==> src/rtl/ec_line_sched_if.sv <==
// Datapath handshake bundle between the line scheduler, the in/out buffer FIFOs and the engine.
// master = scheduler side, slave = FIFO/engine side.
interface ec_line_sched_if #(
   parameter int unsigned M_MAX = 4
);
   logic             inbuf_fifo_empty;
   logic             inbuf_fifo_rd_rq;
   logic             inbuf_fifo_rd_val;
   logic             eng_load;
   logic             eng_cyc_en;
   logic [M_MAX-1:0] eng_cyc_idx;
   logic             eng_last_cyc;
   logic             outbuf_fifo_full;
   logic             outbuf_fifo_wr_rq;

   modport master (
      input  inbuf_fifo_empty, inbuf_fifo_rd_val, outbuf_fifo_full,
      output inbuf_fifo_rd_rq, eng_load, eng_cyc_en, eng_cyc_idx, eng_last_cyc,
             outbuf_fifo_wr_rq
   );

   modport slave (
      output inbuf_fifo_empty, inbuf_fifo_rd_val, outbuf_fifo_full,
      input  inbuf_fifo_rd_rq, eng_load, eng_cyc_en, eng_cyc_idx, eng_last_cyc,
             outbuf_fifo_wr_rq
   );
endinterface

==> src/rtl/ec_line_sched.sv <==
// Per-line compute scheduler: pop a line, load it into the engine, run M compute cycles
// (one parity packet each), repeat for the job's line count; tracks stall cycles.
module ec_line_sched #(
   parameter int unsigned M_MAX   = 4,
   parameter int unsigned LCNT_W  = 16,
   parameter int unsigned STALL_W = 16
) (
   input  logic               clk,
   input  logic               rst,
   input  logic               start,
   input  logic               abort,
   input  logic [M_MAX-1:0]   m_cfg,
   input  logic [LCNT_W-1:0]  line_cnt_cfg,
   ec_line_sched_if.master    bus,
   output logic               busy,
   output logic               done,
   output logic               cfg_err,
   output logic [STALL_W-1:0] stall_cnt
);
   typedef enum logic [2:0] {StIdle, StFetch, StLoad, StCompute, StDone} state_e;

   state_e             state_q, state_d;
   logic [M_MAX-1:0]   m_q, m_d, cyc_q, cyc_d;
   logic [LCNT_W-1:0]  lcnt_q, lcnt_d, lines_q, lines_d, lines_inc;
   logic [STALL_W-1:0] stall_q, stall_d;
   logic               cfg_err_q, cfg_err_d;
   logic               stall_inc, stall_clr;
   logic               rd_rq, load, cyc_en, last_cyc, wr_rq;

   assign lines_inc = lines_q + 1'b1;

   always_comb begin
      state_d   = state_q;
      m_d       = m_q;
      lcnt_d    = lcnt_q;
      cyc_d     = cyc_q;
      lines_d   = lines_q;
      cfg_err_d = 1'b0;
      stall_inc = 1'b0;
      stall_clr = 1'b0;
      rd_rq     = 1'b0;
      load      = 1'b0;
      cyc_en    = 1'b0;
      last_cyc  = 1'b0;
      wr_rq     = 1'b0;
      unique case (state_q)
         StIdle: begin
            if (start) begin
               if (m_cfg == '0 || line_cnt_cfg == '0) begin
                  cfg_err_d = 1'b1;
               end else begin
                  m_d       = m_cfg;
                  lcnt_d    = line_cnt_cfg;
                  lines_d   = '0;
                  stall_clr = 1'b1;
                  state_d   = StFetch;
               end
            end
         end
         StFetch: begin
            if (!bus.inbuf_fifo_empty) begin
               rd_rq   = 1'b1;
               state_d = StLoad;
            end else begin
               stall_inc = 1'b1;
            end
         end
         StLoad: begin
            // A line returning into an aborted job is dropped.
            load = bus.inbuf_fifo_rd_val & ~abort;
            if (bus.inbuf_fifo_rd_val) begin
               cyc_d   = '0;
               state_d = StCompute;
            end
         end
         StCompute: begin
            if (bus.outbuf_fifo_full) begin
               stall_inc = 1'b1;
            end else begin
               cyc_en = 1'b1;
               wr_rq  = 1'b1;
               if (cyc_q == m_q - 1'b1) begin
                  last_cyc = 1'b1;
                  cyc_d    = '0;
                  lines_d  = lines_inc;
                  if (lines_inc == lcnt_q) begin
                     state_d = StDone;
                  end else if (!bus.inbuf_fifo_empty) begin
                     // Back-to-back prefetch keeps the per-line bubble to the LOAD cycle.
                     rd_rq   = 1'b1;
                     state_d = StLoad;
                  end else begin
                     state_d = StFetch;
                  end
               end else begin
                  cyc_d = cyc_q + 1'b1;
               end
            end
         end
         StDone: state_d = StIdle;
         default: state_d = StIdle;
      endcase

      if (abort) begin
         state_d   = StIdle;
         cyc_d     = '0;
         lines_d   = '0;
         cfg_err_d = 1'b0;
         stall_inc = 1'b0;
         stall_clr = 1'b0;
      end

      stall_d = stall_q;
      if (stall_clr) begin
         stall_d = '0;
      end else if (stall_inc && !(&stall_q)) begin
         stall_d = stall_q + 1'b1;
      end
   end

   always_ff @(posedge clk or posedge rst) begin
      if (rst) begin
         state_q   <= StIdle;
         m_q       <= '0;
         lcnt_q    <= '0;
         cyc_q     <= '0;
         lines_q   <= '0;
         stall_q   <= '0;
         cfg_err_q <= 1'b0;
      end else begin
         state_q   <= state_d;
         m_q       <= m_d;
         lcnt_q    <= lcnt_d;
         cyc_q     <= cyc_d;
         lines_q   <= lines_d;
         stall_q   <= stall_d;
         cfg_err_q <= cfg_err_d;
      end
   end

   assign bus.inbuf_fifo_rd_rq  = rd_rq;
   assign bus.eng_load          = load;
   assign bus.eng_cyc_en        = cyc_en;
   assign bus.eng_cyc_idx       = cyc_q;
   assign bus.eng_last_cyc      = last_cyc;
   assign bus.outbuf_fifo_wr_rq = wr_rq;
   assign busy                  = (state_q != StIdle);
   assign done                  = (state_q == StDone);
   assign cfg_err               = cfg_err_q;
   assign stall_cnt             = stall_q;
endmodule

==> src/flat_wrapper.sv <==
// flat-port wrapper written by rule: the top's interface ports become plain ports
module ec_line_sched_flat 
#(
   parameter int unsigned M_MAX   = 4,
   parameter int unsigned LCNT_W  = 16,
   parameter int unsigned STALL_W = 16
)
  (clk, rst, start, abort, m_cfg, line_cnt_cfg, busy, done, cfg_err, stall_cnt, bus_inbuf_fifo_empty, bus_inbuf_fifo_rd_val, bus_outbuf_fifo_full, bus_inbuf_fifo_rd_rq, bus_eng_load, bus_eng_cyc_en, bus_eng_cyc_idx, bus_eng_last_cyc, bus_outbuf_fifo_wr_rq);
  ec_line_sched_if #(.M_MAX(M_MAX)) bus_i ();
  input  logic clk;
  input  logic rst;
  input  logic start;
  input  logic abort;
  input  logic [M_MAX-1:0] m_cfg;
  input  logic [LCNT_W-1:0] line_cnt_cfg;
  output logic busy;
  output logic done;
  output logic cfg_err;
  output logic [STALL_W-1:0] stall_cnt;
  input wire logic [$bits(bus_i.inbuf_fifo_empty)-1:0] bus_inbuf_fifo_empty;
  input wire logic [$bits(bus_i.inbuf_fifo_rd_val)-1:0] bus_inbuf_fifo_rd_val;
  input wire logic [$bits(bus_i.outbuf_fifo_full)-1:0] bus_outbuf_fifo_full;
  output wire logic [$bits(bus_i.inbuf_fifo_rd_rq)-1:0] bus_inbuf_fifo_rd_rq;
  output wire logic [$bits(bus_i.eng_load)-1:0] bus_eng_load;
  output wire logic [$bits(bus_i.eng_cyc_en)-1:0] bus_eng_cyc_en;
  output wire logic [$bits(bus_i.eng_cyc_idx)-1:0] bus_eng_cyc_idx;
  output wire logic [$bits(bus_i.eng_last_cyc)-1:0] bus_eng_last_cyc;
  output wire logic [$bits(bus_i.outbuf_fifo_wr_rq)-1:0] bus_outbuf_fifo_wr_rq;
  assign bus_i.inbuf_fifo_empty = bus_inbuf_fifo_empty;
  assign bus_i.inbuf_fifo_rd_val = bus_inbuf_fifo_rd_val;
  assign bus_i.outbuf_fifo_full = bus_outbuf_fifo_full;
  assign bus_inbuf_fifo_rd_rq = bus_i.inbuf_fifo_rd_rq;
  assign bus_eng_load = bus_i.eng_load;
  assign bus_eng_cyc_en = bus_i.eng_cyc_en;
  assign bus_eng_cyc_idx = bus_i.eng_cyc_idx;
  assign bus_eng_last_cyc = bus_i.eng_last_cyc;
  assign bus_outbuf_fifo_wr_rq = bus_i.outbuf_fifo_wr_rq;
  ec_line_sched #(.M_MAX(M_MAX), .LCNT_W(LCNT_W), .STALL_W(STALL_W)) u_core (.clk(clk), .rst(rst), .start(start), .abort(abort), .m_cfg(m_cfg), .line_cnt_cfg(line_cnt_cfg), .bus(bus_i), .busy(busy), .done(done), .cfg_err(cfg_err), .stall_cnt(stall_cnt));
endmodule
==> config.mk <==
export PLATFORM = sky130hd
export DESIGN_NAME = ec_line_sched_flat
export DESIGN_NICKNAME = d
export VERILOG_FILES = /design/src/rtl/ec_line_sched_if.sv /design/src/rtl/ec_line_sched.sv /design/src/flat_wrapper.sv
export SDC_FILE = /design/constraint.sdc
export NUM_CORES = 1
export LEC_CHECK = 0
export ABC_AREA = 1
export CAP_MARGIN = 20
export CORE_MARGIN = 5
export CORE_UTILIZATION = 60
export CTS_CLUSTER_DIAMETER = 100
export DETAILED_ROUTE_END_ITERATION = 7
export DONT_BUFFER_PORTS = 1
export PLACE_DENSITY_LB_ADDON = 0.05
export SETUP_SLACK_MARGIN = 0.02
export SYNTH_ARGS = -nofsm -noshare
export SYNTH_HDL_FRONTEND = slang
export SYNTH_SLANG_ARGS = --single-unit
==> constraint.sdc <==
create_clock -name clk -period 2.8 [get_ports clk]
set_clock_uncertainty 0.1 [all_clocks]
set_input_delay 0.56 -clock clk [delete_from_list [all_inputs] [get_ports clk]]
set_output_delay 0.56 -clock clk [all_outputs]
set_load 0.01 [all_outputs]
; Word level (Yosys, flattened, before mapping)
; Cells that the tools add are included.
[word_totals]
regBits = 60
elab_cells = 87
out_inout_bits = 28
in_bits = 27
[op_classes]
reduce_logical = 15
eq_ne = 12
n_mux = 46
addsub = 4
n_bitwise = 3
[op_table]
columns = op, n
row1 = 2-to-1 mux 16 bit, 7
row2 = adder 16 x 1 -> 16 bit (second input constant), 2
row3 = case mux 16 bit (2 select lines), 1
row4 = 2-to-1 mux 3 bit, 8
row5 = 2-to-1 mux 1 bit, 21
row6 = equality test 16 bit, 1
row7 = zero test 16 bit, 1
row8 = 2-to-1 mux 4 bit, 4
row9 = AND reduction 16 bit, 1
row10 = != test 3 bit (second input constant), 5
row11 = case mux 3 bit (4 select lines), 1
row12 = nonzero test 3 bit, 3
row13 = case mux 4 bit (2 select lines), 1
row14 = equality test 3 x 2 -> 1 bit (second input constant), 2
row15 = AND reduction 3 bit, 2
row16 = AND reduction 6 bit, 1
row17 = AND reduction 5 bit, 1
row18 = adder 4 x 1 -> 4 bit (second input constant), 1
row19 = equality test 4 bit, 1
row20 = zero test 4 bit, 1
row21 = case mux 1 bit (2 select lines), 2
row22 = subtractor 4 x 1 -> 4 bit (second input constant), 1
row23 = equality test 3 x 1 -> 1 bit (second input constant), 1
row24 = equality test 3 bit (second input constant), 1
row25 = 9 further kinds, 10

; Longest topological paths before layout
[logic_depth]
word_depth = 7
mapped_depth = 16
mapped_depth_nobuf = 16

; Worst setup path after synthesis
; No wires, ideal clock.
[synth_timing]
path_type = register to output
startpoint = reg u_core.lines_q[0]
endpoint = out bus_inbuf_fifo_rd_rq
arrival_ns = 1.726
n_path_buf = 0
setup_slack_ns = 0.414
path_stages_with_launch = 14
required_time_ns = 2.140
cell_sequence = dfrtp_1 ha_1 nand2_1 nor2_4 nand3_1 o21ai_1 nand2_1 nand2_1 nand2_1 nand2_1 nor2_1 nand2_1 nand2_1 a21oi_1
[synth_via]
elab_chain_len = 6
[synth_rtl]
columns = element, line_no
row1 = start: declaration, ec_line_sched.sv:24  ; logic [LCNT_W-1:0] lcnt_q, lcnt_d, lines_q, lines_d, lines_inc;
row2 = start signal: assignment, ec_line_sched.sv:135  ; lines_q <= lines_d;
row3 = adder 16 x 1 -> 16 bit, ec_line_sched.sv:30  ; assign lines_inc = lines_q + 1'b1;
row4 = equality test 16 bit, ec_line_sched.sv:86  ; if (lines_inc == lcnt_q) begin
row5 = 2-to-1 mux 1 bit, ec_line_sched.sv:86
row6 = 2-to-1 mux 1 bit, ec_line_sched.sv:82  ; if (cyc_q == m_q - 1'b1) begin
row7 = 2-to-1 mux 1 bit, ec_line_sched.sv:77  ; if (bus.outbuf_fifo_full) begin
row8 = case mux 1 bit (2 select lines), ec_line_sched.sv:46  ; unique case (state_q)
row9 = end: declaration, flat_wrapper.sv:23  ; output wire logic [$bits(bus_i.inbuf_fifo_rd_rq)-1:0] bus_inbuf_fifo_rd_rq;
; Every way passes these cells.

; Final worst setup path
[layout_timing]
startpoint = reg u_core.lines_q[1]
endpoint = out bus_inbuf_fifo_rd_rq
; The elaborated chain is that of the path after synthesis.

==> flow_summary_export.csv <==
group,metric,value,unit
placed_design,port_buffers,0,
logic_synthesis,synth_top_cells_by_count,"sky130_fd_sc_hd__nand2_1 (159), sky130_fd_sc_hd__inv_1 (84), sky130_fd_sc_hd__dfrtp_1 (60)",
die,die_height,89.48,um
placed_design,gp_routability_congestion,0.9292,
drt,vias_per_cell,5.476,
cts,clock_sink_count,60,
sta,setup_repair_after_global_routing_missed_its_margin,"yes",
logic_synthesis,synth.mux.area_fraction,0,%
grt,grt_pass1_vias,3370,
grt,antenna_found_initial,0,
cells_and_area,count_of_nets_after_finishing,598,
sta,layout_min_cycle_time,2.841,ns
cells_and_area,fraction_of_layout_cells_with_a_size_suffix_above_1,13.46,%
die,area_of_the_die,0.008006,mm2
worst_setup_path,end_kind,"primary output",
logic_synthesis,most_frequent_cell_after_synthesis,"sky130_fd_sc_hd__nand2_1",
logic_synthesis,syn-instance-count,546,
power_and_ir_drop,power.combinational.fraction,32.7,%
drt,detail_route.drc_violations,0,
worst_setup_path,data_arrival_time_of_the_critical_path,2.18,ns
cts,clock_tree.root_cell,"sky130_fd_sc_hd__clkbuf_8",
sta,final.setup.worst_slack,-0.04069,ns
cts,worstSkewPairLatency,0.35,ns
logic_synthesis,netlist_top_cells_area,"sky130_fd_sc_hd__dfrtp_1 (40%), sky130_fd_sc_hd__nand2_1 (16%), sky130_fd_sc_hd__inv_1 (8.3%), sky130_fd_sc_hd__o21ai_0 (6.3%), sky130_fd_sc_hd__nand3_1 (5.2%)",
die,floorplan.io_pins,55,
drt,wirelength,9.173,mm
hold_path,hold_class,"in -> async",
logic_synthesis,syn_nets,577,
sta,slew_headroom,48.96,%
logic_synthesis,synth-compound-area-share,9.211,%
cells_and_area,num_antenna_cells,0,
logic_synthesis,synth.lib_cells_used.distinct,32,
sta,setup_viol,1,
cts,cts_max_level,3,
sta,hold_ws,0.1251,ns
die,die_x,89.48,um
logic_synthesis,synthFlopType,"sky130_fd_sc_hd__dfrtp_1",
grt,grt_max_degree,36,
power_and_ir_drop,vdd.ir_drop.worst,0.5230,mV
logic_synthesis,post_synth.cell_area_avg,6.941,um2
cts,cts.path.max_buffers,2,
worst_setup_path,kind_of_launch_point_of_the_worst_setup_path,"flop",
placed_design,cell_count_after_placement,621,
cells_and_area,fin_util,68.85,%
sta,clock.fmax,352.0,MHz
cts,postCtsHoldBufs,0,
logic_synthesis,cell_area_synth,0.003790,mm2
logic_synthesis,postSynthRegisterBits,60,
worst_setup_path,reg2regPathDepth,9,
logic_synthesis,synth_top_family_by_area,"simple AND/OR/NAND/NOR gates",
drt,drt_iter0_markers,171,
sta,final-hold-violation-count,0,
cts,cts_buffers,9,
logic_synthesis,synth_largest_type_area_fraction,39.62,%
logic_synthesis,simple_logic_cell_fraction_of_the_synthesized_area,38.20,%
sta,finalMaxSlewViolations,0,
power_and_ir_drop,intPower,1.803,mW
power_and_ir_drop,power_density,694.2,mW/mm2
die,initial_util,60.73,%
cts,tritoncts_clock_tree,"yes",
logic_synthesis,post-synth-top-area-cell,"sky130_fd_sc_hd__dfrtp_1",
run,timing.max_cap.violations,0,
worst_setup_path,worst-setup-path-type,"reg -> out",
outcome,run_status,"finished with violations",
worst_setup_path,setup.worst_path.start,"u_core.lines_q[1]",
sta,worst-slew-pin-transition,0.7645,ns
logic_synthesis,yosys.area_share.xor_xnor,2.311,%
logic_synthesis,seq_area_frac_synth,39.62,%
power_and_ir_drop,power.clock.fraction,26.0,%
grt,grt-ovfl-total,0,
power_and_ir_drop,fin_total_pwr,2.983,mW
worst_setup_path,r2r_setup_slack,0.43,ns
drt,detailroute.via_count,3554,
grt,grt_use_total,24.18,%
placed_design,dp.final_hpwl,6.829,mm
logic_synthesis,synth-adder-area-share,1.321,%
grt,grt_first_pass_wirelength,15.00,mm
drt,drtPass1Iterations,4,
sta,finalCritPeriodShare,101.5,%
die,row_count,29,
worst_setup_path,data_required_time_of_the_critical_path,2.14,ns
power_and_ir_drop,p_sw,1.180,mW
power_and_ir_drop,power_switching_share,39.55,%
drt,wl_per_cell,14.13,um
power_and_ir_drop,leakagePower,1.983,nW
worst_setup_path,worstPathMaxFanout,4,
worst_setup_path,rr_endpoint,"u_core.lines_q[0]",
outcome,failed_checks,"negative setup slack",
power_and_ir_drop,seq_power_share,41.3,%
cts,path_clk_slew,0.08,ns
worst_setup_path,rr_startpoint,"u_core.m_q[0]",
cells_and_area,layout-area-overhead-vs-synth,13.37,%
drt,residual_antenna_violating_net_count_after_detailed_routing,0,
logic_synthesis,synth_warnings,0,
cells_and_area,final_cells,649,
logic_synthesis,number_of_enable_type_register_cells_in_the_synthesized_netlist,0,
die,core_area,0.006241,mm2
worst_setup_path,endpoint,"bus_inbuf_fifo_rd_rq",
logic_synthesis,synth-async-reset-ratio,100.0,%
[kinds of logic (layout without fill, tap and decap cells)]
logic type,after synthesis,in the layout
AO/OA/AOI/OAI,67,67
XOR/XNOR,10,10
adder cells (fa/ha/maj),4,4
buffers and inverters,93,119
flip-flops,60,60
AND/OR/NAND/NOR,312,312
[routing by layer]
layer | vias up | track usage, % | share of wire [%]
li1 | 1788 | - | -
met1 | 1674 | 30.03 | 44
met4 | 0 | 8.660 | 1.6
met2 | 82 | 39.52 | 49
met5 | - | 0 | 0
met3 | 10 | 7.742 | 5.3
[metrics by stage]
step / TNS [ns] / cell area (um2) / setup slack (ns)
after floorplan: 0 / 3790 / 0.4135
after detailed placement: 0 / 3905 / 0.1321
after global placement: 0 / 3905 / 0.2138
after CTS: -0.07062 / 4160 / -0.07062
after global routing: -0.1411 / 4297 / -0.1411
final: -0.04069 / 4297 / -0.04069
[what timing repair did]
item,CTS,global route
setup endpoints to repair,1,2
hold endpoints to repair,0,0
cloned,0,0
setup buffers,6,6
pin swaps,6,24
resized for setup,5,26
[worst max-delay path, cell delays in order (launching register included)]
cell,delay [ns]
sky130_fd_sc_hd__dfrtp_1,0.41
sky130_fd_sc_hd__buf_6,0.12
sky130_fd_sc_hd__nand2_1,0.07
sky130_fd_sc_hd__nor2_4,0.15
sky130_fd_sc_hd__buf_4,0.16
sky130_fd_sc_hd__nand4_1,0.13
sky130_fd_sc_hd__nand3_1,0.18
sky130_fd_sc_hd__nand2_1,0.07
sky130_fd_sc_hd__nor2_1,0.11
sky130_fd_sc_hd__nand2_1,0.08
sky130_fd_sc_hd__nor2_2,0.12
sky130_fd_sc_hd__nand2_2,0.09
sky130_fd_sc_hd__nand2_2,0.08
sky130_fd_sc_hd__a21oi_4,0.07
[final cells by class]
type                    instances  area [um2]
well taps                      77       96.34
repair buffers                 17       147.6
clock buffers                  10       127.6
fillers                       559        1944
flip-flops and latches         60        1503
clock inverters                 6       65.06
multi-input cells             393        2034
inverters                      86       322.8
[state kept, by name (all words and copies together), names as in the netlist]
signal	cells
u_core.cfg_err	1
u_core.stall_cnt	16
u_core.lcnt_q	16
u_core.state_q	3
u_core.m_q	4
u_core.bus.eng_cyc_idx	4
u_core.lines_q	16
[layout by cell type (no fill, tap or decap), drive strengths merged]
master | Yosys | final
xor2 | 7 | 7
buf | 2 | 17
clkinv | 0 | 1
clkbuf | 5 | 10
inv | 86 | 86
bufinv | 0 | 1
nand4 | 21 | 21
dfrtp | 60 | 60
nor3 | 20 | 20
o21a | 1 | 1
nand3b | 6 | 6
o21bai | 3 | 3
nand3 | 40 | 40
nor3b | 5 | 5
and3 | 2 | 2
and2 | 1 | 1
xnor2 | 3 | 3
ha | 4 | 4
a21oi | 11 | 11
nand2 | 166 | 166
or2 | 1 | 1
o21ai | 52 | 52
nor2 | 50 | 50
clkinvlp | 0 | 4
[how the worst min path moves through the flow]
stage | from | end | slack (ns) | cells past startpoint
after CTS | rst | u_core.stall_cnt[6] | 0.14 | 1
after global routing | rst | u_core.m_q[3] | 0.17 | 1
final | rst | u_core.m_q[3] | 0.13 | 1
after floorplan | u_core.lines_q[15] | u_core.lines_q[15] | 0.37 | 2
after detailed placement | u_core.lcnt_q[0] | u_core.lcnt_q[0] | 0.40 | 2
after global placement | u_core.lines_q[15] | u_core.lines_q[15] | 0.39 | 2
[power groups by stage]
| stage | Sequential (mW) | Combinational (mW) | Clock [mW] |
|---|---|---|---|
| 2_1_floorplan | 1.18 | 0.748 | 0 |
| 3_3_place_gp | 1.23 | 0.903 | 0 |
| 3_5_place_dp | 1.24 | 0.934 | 0 |
| 4_1_cts | 1.22 | 0.945 | 0.782 |
| 5_1_grt | 1.26 | 1.12 | 0.831 |
| 6_report | 1.23 | 0.976 | 0.774 |
Note: power is estimated with default switching activity, not from simulation.
